===== config.mk =====
export PLATFORM = sky130hd
export DESIGN_NAME = rm_ihpsg13_march_bist_ctrl
export DESIGN_NICKNAME = d
export VERILOG_FILES = /design/src/rtl/march_bist_pkg.sv /design/src/rtl/march_bist_addr_gen.sv /design/src/rtl/rm_ihpsg13_march_bist_ctrl.sv
export SDC_FILE = /design/constraint.sdc
export NUM_CORES = 1
export LEC_CHECK = 0
export CORE_UTILIZATION = 45
export CTS_BUF_LIST = sky130_fd_sc_hd__clkbuf_8 sky130_fd_sc_hd__clkbuf_16
export DETAILED_ROUTE_END_ITERATION = 16
export PLACE_DENSITY = 0.92
export SYNTH_ARGS = -nofsm -noshare
export SYNTH_HDL_FRONTEND = slang
export SYNTH_SLANG_ARGS = --single-unit

===== constraint.sdc =====
create_clock -name A_BIST_CLK -period 10.25 [get_ports A_BIST_CLK]
set_input_delay 3.075 -clock A_BIST_CLK [delete_from_list [all_inputs] [get_ports A_BIST_CLK]]
set_output_delay 3.075 -clock A_BIST_CLK [all_outputs]
set_load 0.005 [all_outputs]

===== src/rtl/march_bist_pkg.sv =====
// March C- BIST shared types: FSM state, element index, op encoding and the
// per-element constant table (direction, op count, op sequence).
package march_bist_pkg;

    typedef enum logic [1:0] {
        IDLE  = 2'd0,
        RUN   = 2'd1,
        DRAIN = 2'd2,
        DONE  = 2'd3
    } state_t;

    typedef logic [2:0] elem_t;

    // bit1 = read, bit0 = data value (all-zeros / all-ones word)
    typedef enum logic [1:0] {
        W0 = 2'b00,
        W1 = 2'b01,
        R0 = 2'b10,
        R1 = 2'b11
    } op_t;

    typedef struct packed {
        logic down;     // 1 = address runs N-1..0
        logic two_ops;  // 0 = one op per address, 1 = two ops
        op_t  op0;
        op_t  op1;
    } elem_cfg_t;

    localparam int NUM_ELEM = 6;

    // March C-: up(w0) up(r0,w1) up(r1,w0) down(r0,w1) down(r1,w0) down(r0)
    function automatic elem_cfg_t elem_cfg(input elem_t e);
        elem_cfg_t c;
        case (e)
            3'd0:    c = '{down: 1'b0, two_ops: 1'b0, op0: W0, op1: W0};
            3'd1:    c = '{down: 1'b0, two_ops: 1'b1, op0: R0, op1: W1};
            3'd2:    c = '{down: 1'b0, two_ops: 1'b1, op0: R1, op1: W0};
            3'd3:    c = '{down: 1'b1, two_ops: 1'b1, op0: R0, op1: W1};
            3'd4:    c = '{down: 1'b1, two_ops: 1'b1, op0: R1, op1: W0};
            default: c = '{down: 1'b1, two_ops: 1'b0, op0: R0, op1: R0};
        endcase
        return c;
    endfunction

    function automatic logic op_is_write(input op_t op);
        return (op == W0) || (op == W1);
    endfunction

    function automatic logic op_value(input op_t op);
        return (op == W1) || (op == R1);
    endfunction

endpackage


===== src/rtl/march_bist_addr_gen.sv =====
// Loadable up/down address counter for the March engine. Load puts the
// counter at 0 (up) or N-1 (down); last flags the final address of the
// current direction.
module march_bist_addr_gen #(
    parameter int P_ADDR_WIDTH = 8
) (
    input  logic                    clk,
    input  logic                    srst,
    input  logic                    load,
    input  logic                    load_down,
    input  logic                    step,
    input  logic                    down,
    output logic [P_ADDR_WIDTH-1:0] addr,
    output logic                    last
);

    localparam logic [P_ADDR_WIDTH-1:0] ADDR_ONE = P_ADDR_WIDTH'(1);

    logic [P_ADDR_WIDTH-1:0] addr_reg;

    // Address register: load has priority over step
    always_ff @(posedge clk) begin
        if (srst) begin
            addr_reg <= '0;
        end else if (load) begin
            addr_reg <= load_down ? '1 : '0;
        end else if (step) begin
            addr_reg <= down ? (addr_reg - ADDR_ONE) : (addr_reg + ADDR_ONE);
        end
    end

    assign addr = addr_reg;
    assign last = down ? (addr_reg == '0) : (addr_reg == '1);

endmodule


===== src/rtl/rm_ihpsg13_march_bist_ctrl.sv =====
// March C- BIST engine for a 1P SRAM macro with BIST mux. Issues one op per
// cycle on the A_BIST_* port and compares A_DOUT one cycle after each read.
// Optional first-failure log enabled by defining MARCH_BIST_FAIL_LOG_EN.
module rm_ihpsg13_march_bist_ctrl
    import march_bist_pkg::*;
#(
    parameter int P_DATA_WIDTH = 16,
    parameter int P_ADDR_WIDTH = 8
) (
    input  logic                    A_BIST_CLK,
    input  logic                    A_BIST_RST,
    input  logic                    BIST_START,
    output logic                    BIST_BUSY,
    output logic                    BIST_DONE,
    output logic                    BIST_FAIL,
    output logic [P_ADDR_WIDTH-1:0] BIST_FAIL_ADDR,
    output logic [2:0]              BIST_FAIL_ELEM,
    output logic [P_DATA_WIDTH-1:0] BIST_FAIL_BITS,
    output logic                    A_BIST_EN,
    output logic                    A_BIST_MEN,
    output logic                    A_BIST_WEN,
    output logic                    A_BIST_REN,
    output logic [P_ADDR_WIDTH-1:0] A_BIST_ADDR,
    output logic [P_DATA_WIDTH-1:0] A_BIST_DIN,
    output logic [P_DATA_WIDTH-1:0] A_BIST_BM,
    input  logic [P_DATA_WIDTH-1:0] A_DOUT
);

    state_t    state_reg, state_next;
    elem_t     elem_reg, elem_next;
    logic      op_idx_reg, op_idx_next;
    elem_cfg_t cfg;
    op_t       cur_op;
    logic      launch;
    logic      ag_load, ag_load_down, ag_step, ag_last;
    logic [P_ADDR_WIDTH-1:0] ag_addr;

    logic      pend_reg;
    logic      exp_reg;
    logic      fail_reg;
    logic      mismatch;

    assign cfg      = elem_cfg(elem_reg);
    assign cur_op   = op_idx_reg ? cfg.op1 : cfg.op0;
    assign launch   = ((state_reg == IDLE) || (state_reg == DONE)) && BIST_START;
    assign mismatch = pend_reg && (A_DOUT != {P_DATA_WIDTH{exp_reg}});

    march_bist_addr_gen #(
        .P_ADDR_WIDTH(P_ADDR_WIDTH)
    ) u_addr_gen (
        .clk      (A_BIST_CLK),
        .srst     (A_BIST_RST),
        .load     (ag_load),
        .load_down(ag_load_down),
        .step     (ag_step),
        .down     (cfg.down),
        .addr     (ag_addr),
        .last     (ag_last)
    );

    // FSM state, element index and op-within-address index
    always_ff @(posedge A_BIST_CLK) begin
        if (A_BIST_RST) begin
            state_reg  <= IDLE;
            elem_reg   <= '0;
            op_idx_reg <= 1'b0;
        end else begin
            state_reg  <= state_next;
            elem_reg   <= elem_next;
            op_idx_reg <= op_idx_next;
        end
    end

    // Next-state sequencing and macro-port drive; element change costs no cycle
    always_comb begin
        state_next   = state_reg;
        elem_next    = elem_reg;
        op_idx_next  = op_idx_reg;
        ag_load      = 1'b0;
        ag_load_down = 1'b0;
        ag_step      = 1'b0;
        A_BIST_EN    = 1'b0;
        A_BIST_MEN   = 1'b0;
        A_BIST_WEN   = 1'b0;
        A_BIST_REN   = 1'b0;
        A_BIST_ADDR  = '0;
        A_BIST_DIN   = '0;
        A_BIST_BM    = '0;
        case (state_reg)
            IDLE, DONE: begin
                if (BIST_START) begin
                    state_next   = RUN;
                    elem_next    = '0;
                    op_idx_next  = 1'b0;
                    ag_load      = 1'b1;
                    ag_load_down = elem_cfg(3'd0).down;
                end
            end
            RUN: begin
                A_BIST_EN   = 1'b1;
                A_BIST_MEN  = 1'b1;
                A_BIST_WEN  = op_is_write(cur_op);
                A_BIST_REN  = !op_is_write(cur_op);
                A_BIST_ADDR = ag_addr;
                if (op_is_write(cur_op)) begin
                    A_BIST_DIN = {P_DATA_WIDTH{op_value(cur_op)}};
                    A_BIST_BM  = '1;
                end
                if (op_idx_reg == cfg.two_ops) begin
                    op_idx_next = 1'b0;
                    if (ag_last) begin
                        if (elem_reg == elem_t'(NUM_ELEM - 1)) begin
                            state_next = DRAIN;
                        end else begin
                            elem_next    = elem_reg + 3'd1;
                            ag_load      = 1'b1;
                            ag_load_down = elem_cfg(elem_reg + 3'd1).down;
                        end
                    end else begin
                        ag_step = 1'b1;
                    end
                end else begin
                    op_idx_next = 1'b1;
                end
            end
            DRAIN: begin
                A_BIST_EN  = 1'b1;
                state_next = DONE;
            end
            default: state_next = IDLE;
        endcase
    end

    // Read pipeline: register expectation at the read edge, compare next edge
    always_ff @(posedge A_BIST_CLK) begin
        if (A_BIST_RST) begin
            pend_reg <= 1'b0;
            exp_reg  <= 1'b0;
            fail_reg <= 1'b0;
        end else if (launch) begin
            pend_reg <= 1'b0;
            exp_reg  <= 1'b0;
            fail_reg <= 1'b0;
        end else begin
            pend_reg <= (state_reg == RUN) && !op_is_write(cur_op);
            exp_reg  <= op_value(cur_op);
            if (mismatch) begin
                fail_reg <= 1'b1;
            end
        end
    end

`ifdef MARCH_BIST_FAIL_LOG_EN
    logic [P_ADDR_WIDTH-1:0] pend_addr_reg;
    elem_t                   pend_elem_reg;
    logic [P_ADDR_WIDTH-1:0] log_addr_reg;
    elem_t                   log_elem_reg;
    logic [P_DATA_WIDTH-1:0] log_bits_reg;

    // First-mismatch capture; later mismatches leave the log untouched
    always_ff @(posedge A_BIST_CLK) begin
        if (A_BIST_RST || launch) begin
            pend_addr_reg <= '0;
            pend_elem_reg <= '0;
            log_addr_reg  <= '0;
            log_elem_reg  <= '0;
            log_bits_reg  <= '0;
        end else begin
            pend_addr_reg <= ag_addr;
            pend_elem_reg <= elem_reg;
            if (mismatch && !fail_reg) begin
                log_addr_reg <= pend_addr_reg;
                log_elem_reg <= pend_elem_reg;
                log_bits_reg <= A_DOUT ^ {P_DATA_WIDTH{exp_reg}};
            end
        end
    end

    assign BIST_FAIL_ADDR = log_addr_reg;
    assign BIST_FAIL_ELEM = log_elem_reg;
    assign BIST_FAIL_BITS = log_bits_reg;
`else
    assign BIST_FAIL_ADDR = '0;
    assign BIST_FAIL_ELEM = '0;
    assign BIST_FAIL_BITS = '0;
`endif

    assign BIST_BUSY = (state_reg == RUN) || (state_reg == DRAIN);
    assign BIST_DONE = (state_reg == DONE);
    assign BIST_FAIL = fail_reg;

endmodule

==> impl_metrics.csv, run 1 <==
group,metric,value,unit
status,status,"finished clean",
clock_tree,post_cts_resized,0,
pwr,power,402,uW
floorplanning,die-height,68.3,um
route,remaining_drc_errors,0,
floorplanning,initial_core_util,48.0,%
worst_setup_path,r2r_end,"u_addr_gen.addr[7]",
worst_setup_path,worstPathCellList,"ha_1, inv_1, nor2_1, clkdlybuf4s50_1",
timing,final.setup.tns,0,ns
worst_setup_path,timing.reg2reg.setup_slack,6.62,ns
route,via_per_inst,5.35,
clock_tree,cts_tree,"built",
timing,tightest_slew,0.871,ns
clock_tree,ctsRootBufferMaster,"clkbuf_8",
yosys,async_flop_share,0,%
final_layout,area_growth_syn_to_layout,19.8,%
place,gp_congestion,0.871,
timing,relSlewSlack,40.5,%
floorplanning,io_pins,93,
final_layout,fin_cells,330,
global_route,globalRouteTotalUtil,18.0,%
clock_tree,cts_buffers,3,
route,via_count,1764,
pwr,power_density,170,nW/um2
yosys,ys_ff_latch,17,
route,wirelength,4.38,mm
route,drt_first_pass_iters,4,
global_route,grt_pass1_vias,1471,
place,dp.final_hpwl,3.42,mm
worst_setup_path,critical_path.max_stage_delay,0.77,ns
final_layout,largest_register_ffs,8,
worst_setup_path,crit_type,"flip-flop to output pin",
clock_tree,worstSkewPairLatency,0.26,ns
timing,setup_viol,0,
floorplanning,coreArea,4120,um2
timing,fmax,167,MHz
yosys,synth.avg_cell_area,7.94,um2
worst_setup_path,startpoint_type,"flip-flop",
run,drv_cap,0,
clock_tree,clock_sinks,17,
route,wire_per_inst,13.3,um
clock_tree,clk_pin_slew_worst_paths,0.07,ns
hold_path,hold_class,"flip-flop to flip-flop",
place,dpl.cell_count,326,
global_route,grt_max_degree,18,
hold_path,min_to,"BIST_FAIL",
route,drt_iter0_drc,73,
worst_setup_path,end_kind,"output pin",
timing,rsz0062_at_grt,"no",
worst_setup_path,required,7.18,ns
place,io_buffers,65,
clock_tree,ctsHoldBuffers,0,
pwr,leakagePower,0.952,nW
clock_tree,cts_htree_levels,1,
timing,final.period_utilization,58.4,%
final_layout,final_common_cell,"clkdlybuf4s50_1",
worst_setup_path,path_max_fanout,17,
final_layout,drive_above_1_share,6.43,%
yosys,synth_edf_count,0,
global_route,grt_pass1_wl,6.40,mm
yosys,yosys_warnings,0,
timing,hold_viol_final,0,
timing,fin_skew,0.00204,ns
final_layout,layout_common_cells,"65 x clkdlybuf4s50_1, 27 x conb_1, 19 x nor2_1",
worst_setup_path,arrival,2.92,ns
timing,slew_viol_final,0,
yosys,synth_cell_types,53,
hold_path,min_from,"pend_reg",
worst_setup_path,r2r_cells,11,
clock_tree,cts_buffer_depth,2,
worst_setup_path,crit_path_top_delay_cell,"nor2_1",
final_layout,final_nets,316,
final_layout,antennaDiodeCount,0,
floorplanning,std_cell_rows,23,
yosys,syn_area,1980,um2
hold_path,holdPathStages,2,
floorplanning,die_w,68.3,um
yosys,syn_inst,249,
route,ant_nets,0,
timing,fin_crit,5.99,ns
global_route,antenna_found_initial,0,
floorplanning,dieArea,4660,um2
worst_setup_path,timing.rr.start,"elem_reg[0]",
pwr,irDropWorstVdd,0.0000978,V
clock_tree,cts_setup_buffers,0,
yosys,ys_seq_area_share,17.2,%
yosys,ys.flop_type,"dfxtp_1",
global_route,grt-ovfl-total,0,
## Yosys cell counts (all sizes together) (4+ instances only)
master	instances	area, um2
a221oi	8	76.3
inv	17	63.8
nand4	5	31.3
dfxtp	17	340
nor3	7	35.0
buf	61	458
and3	4	30.0
o21ai	5	36.3
ha	15	188
nand2	15	56.3
a21oi	15	86.3
xnor2	5	43.8
a21o	4	30.0
nor4	8	56.3
nor2	22	95.1
## worst max-delay path by stage
stage	startpoint	endpoint	slack, ns	cells past startpoint
final	state_reg[0]	A_BIST_BM[4]	4.26	4
after global routing	state_reg[1]	A_BIST_BM[8]	3.96	5
after CTS	state_reg[1]	A_BIST_DIN[8]	3.85	5
after detailed placement	state_reg[1]	A_BIST_DIN[8]	4.14	5
after global placement	state_reg[0]	A_BIST_DIN[11]	4.39	4
after floorplan	state_reg[0]	A_BIST_DIN[10]	4.69	6
## layer usage
metal / up-vias / GRT usage, % / part of all wire [%]
met3: 7 / 2.33 / 7.1
li1: 845 / - / -
met1: 820 / 22.1 / 41
met5: - / 0 / 0
met4: 0 / 6.25 / 1.2
met2: 92 / 31.6 / 51
## layout make-up
type | count | area, um2
repair buffers | 65 | 651
multi-input cells | 177 | 1210
well taps | 50 | 62.6
inverters | 17 | 63.8
fillers | 360 | 1750
flip-flops and latches | 17 | 340
clock inverters | 1 | 3.75
clock buffers | 3 | 41.3
## power breakdown
group	switching [mW]	internal (mW)
logic	0.122	0.131
clock network	0.0252	0.0267
registers	0.0165	0.0796
## worst max-delay path: cells and delay by family (launching register included)
family / cells / cell delay, ns
buffers and inverters: 2 / 1.00
AND/OR/NAND/NOR: 1 / 0.77
adder cells (fa/ha/maj): 1 / 0.47
flip-flops: 1 / 0.41
## per-stage QoR
stage | utilization (%) | instance area (um2) | setup slack, ns | hold WS [ns]
after floorplan | - | 2070 | 4.69 | 0.477
after global placement | 56.3 | 2320 | 4.39 | 0.491
after detailed placement | 56.3 | 2320 | 4.14 | 0.518
after CTS | 57.4 | 2360 | 3.85 | 0.527
after global routing | 57.6 | 2370 | 3.96 | 0.561
final | 57.6 | 2370 | 4.26 | 0.526
## cell families (layout without fill, tap and decap cells)
| family | after synthesis | in the layout | share of synthesized area [%] |
|---|---|---|---|
| AO/OA/AOI/OAI | 48 | 48 | 20.3 |
| multiplexers | 2 | 2 | 1.08 |
| flip-flops | 17 | 17 | 17.2 |
| AND/OR/NAND/NOR | 78 | 78 | 21.1 |
| other | 1 | 27 | 0.190 |
| buffers and inverters | 81 | 86 | 27.0 |
| XOR/XNOR | 6 | 6 | 2.66 |
| adder cells (fa/ha/maj) | 16 | 16 | 10.5 |
Note: power is estimated with default switching activity, not from simulation.
==> inputs of run 2 (changes only) <==
--- a/config.mk
+++ b/config.mk
@@ -5,10 +5,10 @@
 export SDC_FILE = /design/constraint.sdc
 export NUM_CORES = 1
 export LEC_CHECK = 0
-export CORE_UTILIZATION = 45
+export CORE_UTILIZATION = 38
 export CTS_BUF_LIST = sky130_fd_sc_hd__clkbuf_8 sky130_fd_sc_hd__clkbuf_16
 export DETAILED_ROUTE_END_ITERATION = 16
-export PLACE_DENSITY = 0.92
+export PLACE_DENSITY = 0.83
 export SYNTH_ARGS = -nofsm -noshare
 export SYNTH_HDL_FRONTEND = slang
 export SYNTH_SLANG_ARGS = --single-unit
==> constraint.sdc (replaced) <==
create_clock -name A_BIST_CLK -period 5.2 [get_ports A_BIST_CLK]
set_input_delay 1.56 -clock A_BIST_CLK [delete_from_list [all_inputs] [get_ports A_BIST_CLK]]
set_output_delay 1.56 -clock A_BIST_CLK [all_outputs]
set_load 0.005 [all_outputs]
==> run 2 against run 1 <==
  * Design area is 0.95% higher
  * First-iteration DRC count is 21% lower
  * Global-route usage is 2.7 points lower
  * Clock skew is 0.0053 ns higher
  * Hold slack worse by 0.0013 ns
  * Critical endpoint is now A_BIST_BM[2]
==> impl_metrics.csv, run 2 (synthesized netlist as in run 1, its figures left out) <==
group,metric,value,unit
final_layout,fin_area,2390,um2
timing,fin_crit,4.43,ns
final_layout,fillers,468,
place,gp_congestion,0.908,
timing,final.period_utilization,85.3,%
hold_path,min_from,"elem_reg[1]",
pwr,power,785,uW
place,io_buffers,65,
hold_path,holdPathStages,2,
clock_tree,clock_sinks,17,
floorplanning,io_pins,93,
clock_tree,ctsHoldBuffers,0,
worst_setup_path,r2r_cells,11,
final_layout,postLayoutCoreUtil,49.3,%
global_route,grt-ovfl-total,0,
timing,tightest_slew,0.858,ns
global_route,grt_max_degree,18,
worst_setup_path,startpoint_type,"flip-flop",
timing,whs,0.525,ns
final_layout,area_growth_syn_to_layout,20.9,%
final_layout,fin_cells,347,
floorplanning,die_w,74.1,um
route,wire_per_inst,12.2,um
worst_setup_path,crit_family,"buffers and inverters",
place,pre_cts_slack,0.609,ns
worst_setup_path,crit_path_top_delay_cell,"nor2_1",
worst_setup_path,end_kind,"output pin",
clock_tree,worstSkewPairLatency,0.26,ns
status,status,"finished clean",
worst_setup_path,cp_num_buf_inv,2,
route,remaining_drc_errors,0,
worst_setup_path,required,3.64,ns
timing,setup_viol,0,
timing,slew_viol_final,0,
worst_setup_path,timing.reg2reg.setup_slack,1.69,ns
final_layout,largest_register_ffs,8,
hold_path,hold_class,"flip-flop to flip-flop",
place,dp.final_hpwl,3.37,mm
worst_setup_path,timing.rr.start,"elem_reg[1]",
route,via_count,1687,
clock_tree,cts_htree_levels,1,
timing,final.setup.tns,0,ns
final_layout,layout_common_cells,"65 x clkdlybuf4s50_1, 27 x conb_1, 19 x nor2_1",
final_layout,final_common_cell,"clkdlybuf4s50_1",
timing,fin_skew,0.00734,ns
clock_tree,cts_tree,"built",
place,place_area,2340,um2
final_layout,antennaDiodeCount,0,
floorplanning,coreArea,4850,um2
clock_tree,cts_buffers,3,
floorplanning,die-height,74.1,um
timing,hold_viol_final,0,
route,drt_iter0_drc,58,
final_layout,drive_above_1_share,6.79,%
global_route,grt_pass1_wl,6.64,mm
run,drv_cap,0,
route,wirelength,4.25,mm
timing,fmax,226,MHz
global_route,antenna_found_initial,0,
floorplanning,dieArea,5490,um2
worst_setup_path,r2r_end,"u_addr_gen.addr[7]",
global_route,grt_pass1_vias,1515,
pwr,power_density,328,nW/um2
clock_tree,cts_buffer_depth,2,
global_route,globalRouteTotalUtil,15.2,%
floorplanning,std_cell_rows,25,
clock_tree,post_cts_resized,0,
final_layout,final_nets,316,
pwr,irDropWorstVdd,0.000195,V
clock_tree,cts_setup_buffers,0,
clock_tree,clk_pin_slew_worst_paths,0.06,ns
route,via_per_inst,4.86,
floorplanning,initial_core_util,40.8,%
worst_setup_path,critical_path.max_stage_delay,0.75,ns
pwr,leakagePower,0.950,nW
timing,layout_setup_ws,0.765,ns
worst_setup_path,worstPathCellList,"ha_1, inv_1, nor2_1, clkdlybuf4s50_1",
hold_path,min_to,"elem_reg[1]",
worst_setup_path,crit_type,"flip-flop to output pin",
route,ant_nets,0,
place,dpl.cell_count,343,
worst_setup_path,arrival,2.87,ns
route,drt_first_pass_iters,4,
worst_setup_path,path_max_fanout,17,
clock_tree,ctsRootBufferMaster,"clkbuf_8",
timing,rsz0062_at_grt,"no",
timing,relSlewSlack,42.6,%
==> run 2: area by class of cell <==
type	count	area [um2]	share of cell area [%]
Timing Repair Buffer	65	651	27.2
Multi-Input combinational cell	177	1210	50.4
Inverter	17	63.8	2.67
Clock buffer	3	41.3	1.73
Tap cell	67	83.8	3.51
Clock inverter	1	5.00	0.209
Sequential cell	17	340	14.2
==> run 2: worst max path at each step <==
stage	from	endpoint	depth (start not counted)
2_1_floorplan	state_reg[0]	A_BIST_DIN[10]	6
3_3_place_gp	state_reg[0]	A_BIST_DIN[8]	4
3_5_place_dp	state_reg[0]	A_BIST_DIN[4]	4
4_1_cts	state_reg[1]	A_BIST_DIN[4]	5
5_1_grt	state_reg[1]	A_BIST_BM[10]	5
6_report	state_reg[0]	A_BIST_BM[2]	4
==> run 2: where the power goes <==
group,internal [mW],switching [mW],leakage (nW)
logic,0.258,0.239,0.786
registers,0.157,0.0322,0.139
clock network,0.0532,0.0459,0.0255
total,0.468,0.317,0.950
==> run 2: metal layers <==
layer / track usage, % / vias up / wire [um]
li1: - / 844 / -
met1: 18.6 / 775 / 1830
met2: 26.2 / 66 / 2060
met3: 4.61 / 2 / 329
met4: 3.85 / 0 / 23
met5: 0 / - / 0
==> run 2: worst min-delay path, stage by stage (launching register included) <==
cell and delay, ns:
dfxtp_1 0.35, nand2_1 0.07, a21oi_1 0.05
==> inputs of run 3 (changes only) <==
--- a/config.mk
+++ b/config.mk
@@ -5,10 +5,11 @@
 export SDC_FILE = /design/constraint.sdc
 export NUM_CORES = 1
 export LEC_CHECK = 0
+export CORE_MARGIN = 5
 export CORE_UTILIZATION = 38
 export CTS_BUF_LIST = sky130_fd_sc_hd__clkbuf_8 sky130_fd_sc_hd__clkbuf_16
 export DETAILED_ROUTE_END_ITERATION = 16
-export PLACE_DENSITY = 0.83
+export PLACE_DENSITY_LB_ADDON = 0.12
 export SYNTH_ARGS = -nofsm -noshare
 export SYNTH_HDL_FRONTEND = slang
 export SYNTH_SLANG_ARGS = --single-unit
==> run 3 against run 2 <==
  * Via count fell by 2.0%
  * Non-clock buffer count increased by 1
  * Final cell count increased by 1.2%
  * Sequential power is essentially flat
  * First-iteration DRC count grew 24%
  * Design area increased by 0.26%
  * Fmax is 1.2% higher
  * Flip-flop and latch count is the same
  * Die area rose by 23%
  * Critical endpoint is now A_BIST_BM[4]
==> impl_metrics.csv, run 3 (synthesized netlist as in run 1, its figures left out) <==
group,metric,value,unit
timing,slew_viol_final,0,
timing,final.setup.tns,0,ns
final_layout,final_nets,317,
final_layout,fillers,508,
worst_setup_path,required,3.64,ns
floorplanning,dieArea,6740,um2
run,drv_cap,0,
floorplanning,die_w,82.1,um
worst_setup_path,timing.rr.start,"elem_reg[0]",
timing,whs,0.520,ns
place,io_buffers,65,
hold_path,min_to,"BIST_FAIL",
route,ant_nets,0,
global_route,met2_usage,22.8,%
floorplanning,coreArea,5070,um2
global_route,globalRouteTotalUtil,13.6,%
final_layout,multi_input_area,1200,um2
global_route,grt-ovfl-total,0,
floorplanning,io_pins,93,
global_route,grt_pass1_vias,1499,
route,via_count,1654,
global_route,antenna_found_initial,0,
final_layout,fin_area,2400,um2
place,gp_congestion,0.748,
final_layout,largest_register_ffs,8,
hold_path,holdPathStages,2,
clock_tree,clock_sinks,17,
timing,fmax,228,MHz
global_route,grt_pass1_wl,7.30,mm
global_route,met3_usage,3.47,%
route,via_per_inst,4.71,
route,remaining_drc_errors,0,
global_route,grt.busiest_layer,"met2",
timing,fin_crit,4.38,ns
route,wire_per_inst,13.3,um
timing,relSlewSlack,37.9,%
worst_setup_path,r2r_cells,11,
route,drt_iter0_drc,72,
clock_tree,cts_htree_levels,1,
floorplanning,std_cell_rows,26,
pwr,power,792,uW
clock_tree,clk_pin_slew_worst_paths,0.07,ns
floorplanning,initial_core_util,39.0,%
timing,hold_viol_final,0,
worst_setup_path,startpoint_type,"flip-flop",
final_layout,drive_above_1_share,6.76,%
clock_tree,cts_tree,"built",
final_layout,fin_cells,351,
timing,setup_viol,0,
floorplanning,die-height,82.1,um
timing,fin_skew,0.00356,ns
worst_setup_path,end_kind,"output pin",
place,place_area,2350,um2
final_layout,seq_area,340,um2
pwr,leakagePower,0.955,nW
timing,final.period_utilization,84.3,%
timing,tightest_slew,0.908,ns
worst_setup_path,r2r_end,"u_addr_gen.addr[7]",
clock_tree,post_cts_resized,0,
global_route,grt.met1_usage,18.0,%
clock_tree,cts_buffer_depth,2,
global_route,grt_max_degree,18,
worst_setup_path,timing.reg2reg.setup_slack,1.59,ns
pwr,irDropWorstVdd,0.000184,V
clock_tree,ctsRootBufferMaster,"clkbuf_8",
worst_setup_path,crit_type,"flip-flop to output pin",
route,drt_first_pass_iters,4,
timing,rsz0062_at_grt,"no",
final_layout,area_growth_syn_to_layout,21.3,%
worst_setup_path,arrival,2.82,ns
hold_path,min_from,"pend_reg",
clock_tree,cts_buffers,3,
clock_tree,cts_setup_buffers,0,
pwr,power_density,330,nW/um2
final_layout,final_common_cell,"clkdlybuf4s50_1",
final_layout,antennaDiodeCount,0,
hold_path,hold_class,"flip-flop to flip-flop",
worst_setup_path,path_max_fanout,17,
status,status,"finished clean",
clock_tree,worstSkewPairLatency,0.25,ns
final_layout,layout_common_cells,"65 x clkdlybuf4s50_1, 27 x conb_1, 19 x nor2_1",
route,wirelength,4.66,mm
clock_tree,ctsHoldBuffers,0,
place,dpl.cell_count,347,
place,dp.final_hpwl,3.81,mm
run 3: cell count changes in the layout (fill, tap and decap cells not counted), sizes merged:
| cell | change |
|---|---|
| buf | +1 |
run 3: where the power goes:
part	leakage, nW	switching (mW)	internal, mW
clock	0.0255	0.0479	0.0532
combinational	0.790	0.244	0.258
sequential	0.139	0.0317	0.157
total	0.955	0.324	0.468
run 3: worst max path at each step:
stage                            start        endpoint  slack, ns  depth (start not counted)
final                     state_reg[1]    A_BIST_BM[4]       0.82                          5
after global routing      state_reg[0]   A_BIST_BM[15]       0.45                          4
after CTS                 state_reg[1]    A_BIST_BM[1]       0.72                          5
after detailed placement  state_reg[1]    A_BIST_BM[1]       0.99                          5
after global placement    state_reg[1]    A_BIST_BM[2]       1.14                          5
after floorplan           state_reg[0]  A_BIST_DIN[10]       1.16                          6
run 3: layout make-up:
| type | count | area share [%] |
|---|---|---|
| inverter | 17 | 2.66 |
| clock inverter | 1 | 0.209 |
| tap | 70 | 3.65 |
| clock buffer | 3 | 1.72 |
| timing repair buffer | 66 | 27.5 |
| sequential | 17 | 14.2 |
| multi-input combinational | 177 | 50.1 |
run 3: layer usage:
metal | vias to the layer above | wire (um)
met5 | - | 0
met4 | 0 | 22
li1 | 851 | -
met2 | 69 | 2090
met1 | 732 | 2070
met3 | 2 | 487
run 3: worst max-delay path, stage by stage (launching register included):
cell and delay (ns):
dfxtp_1 0.33, inv_1 0.09, ha_1 0.45, inv_1 0.33, nor2_1 0.72, clkdlybuf4s50_1 0.65
run 3: per-stage QoR:
| step | util, % | worst slack [ns] |
|---|---|---|
| 2_1_floorplan | - | 1.16 |
| 3_3_place_gp | 46.3 | 1.14 |
| 3_5_place_dp | 46.3 | 0.986 |
| 4_1_cts | 47.2 | 0.718 |
| 5_1_grt | 47.2 | 0.449 |
| 6_report | 47.2 | 0.816 |
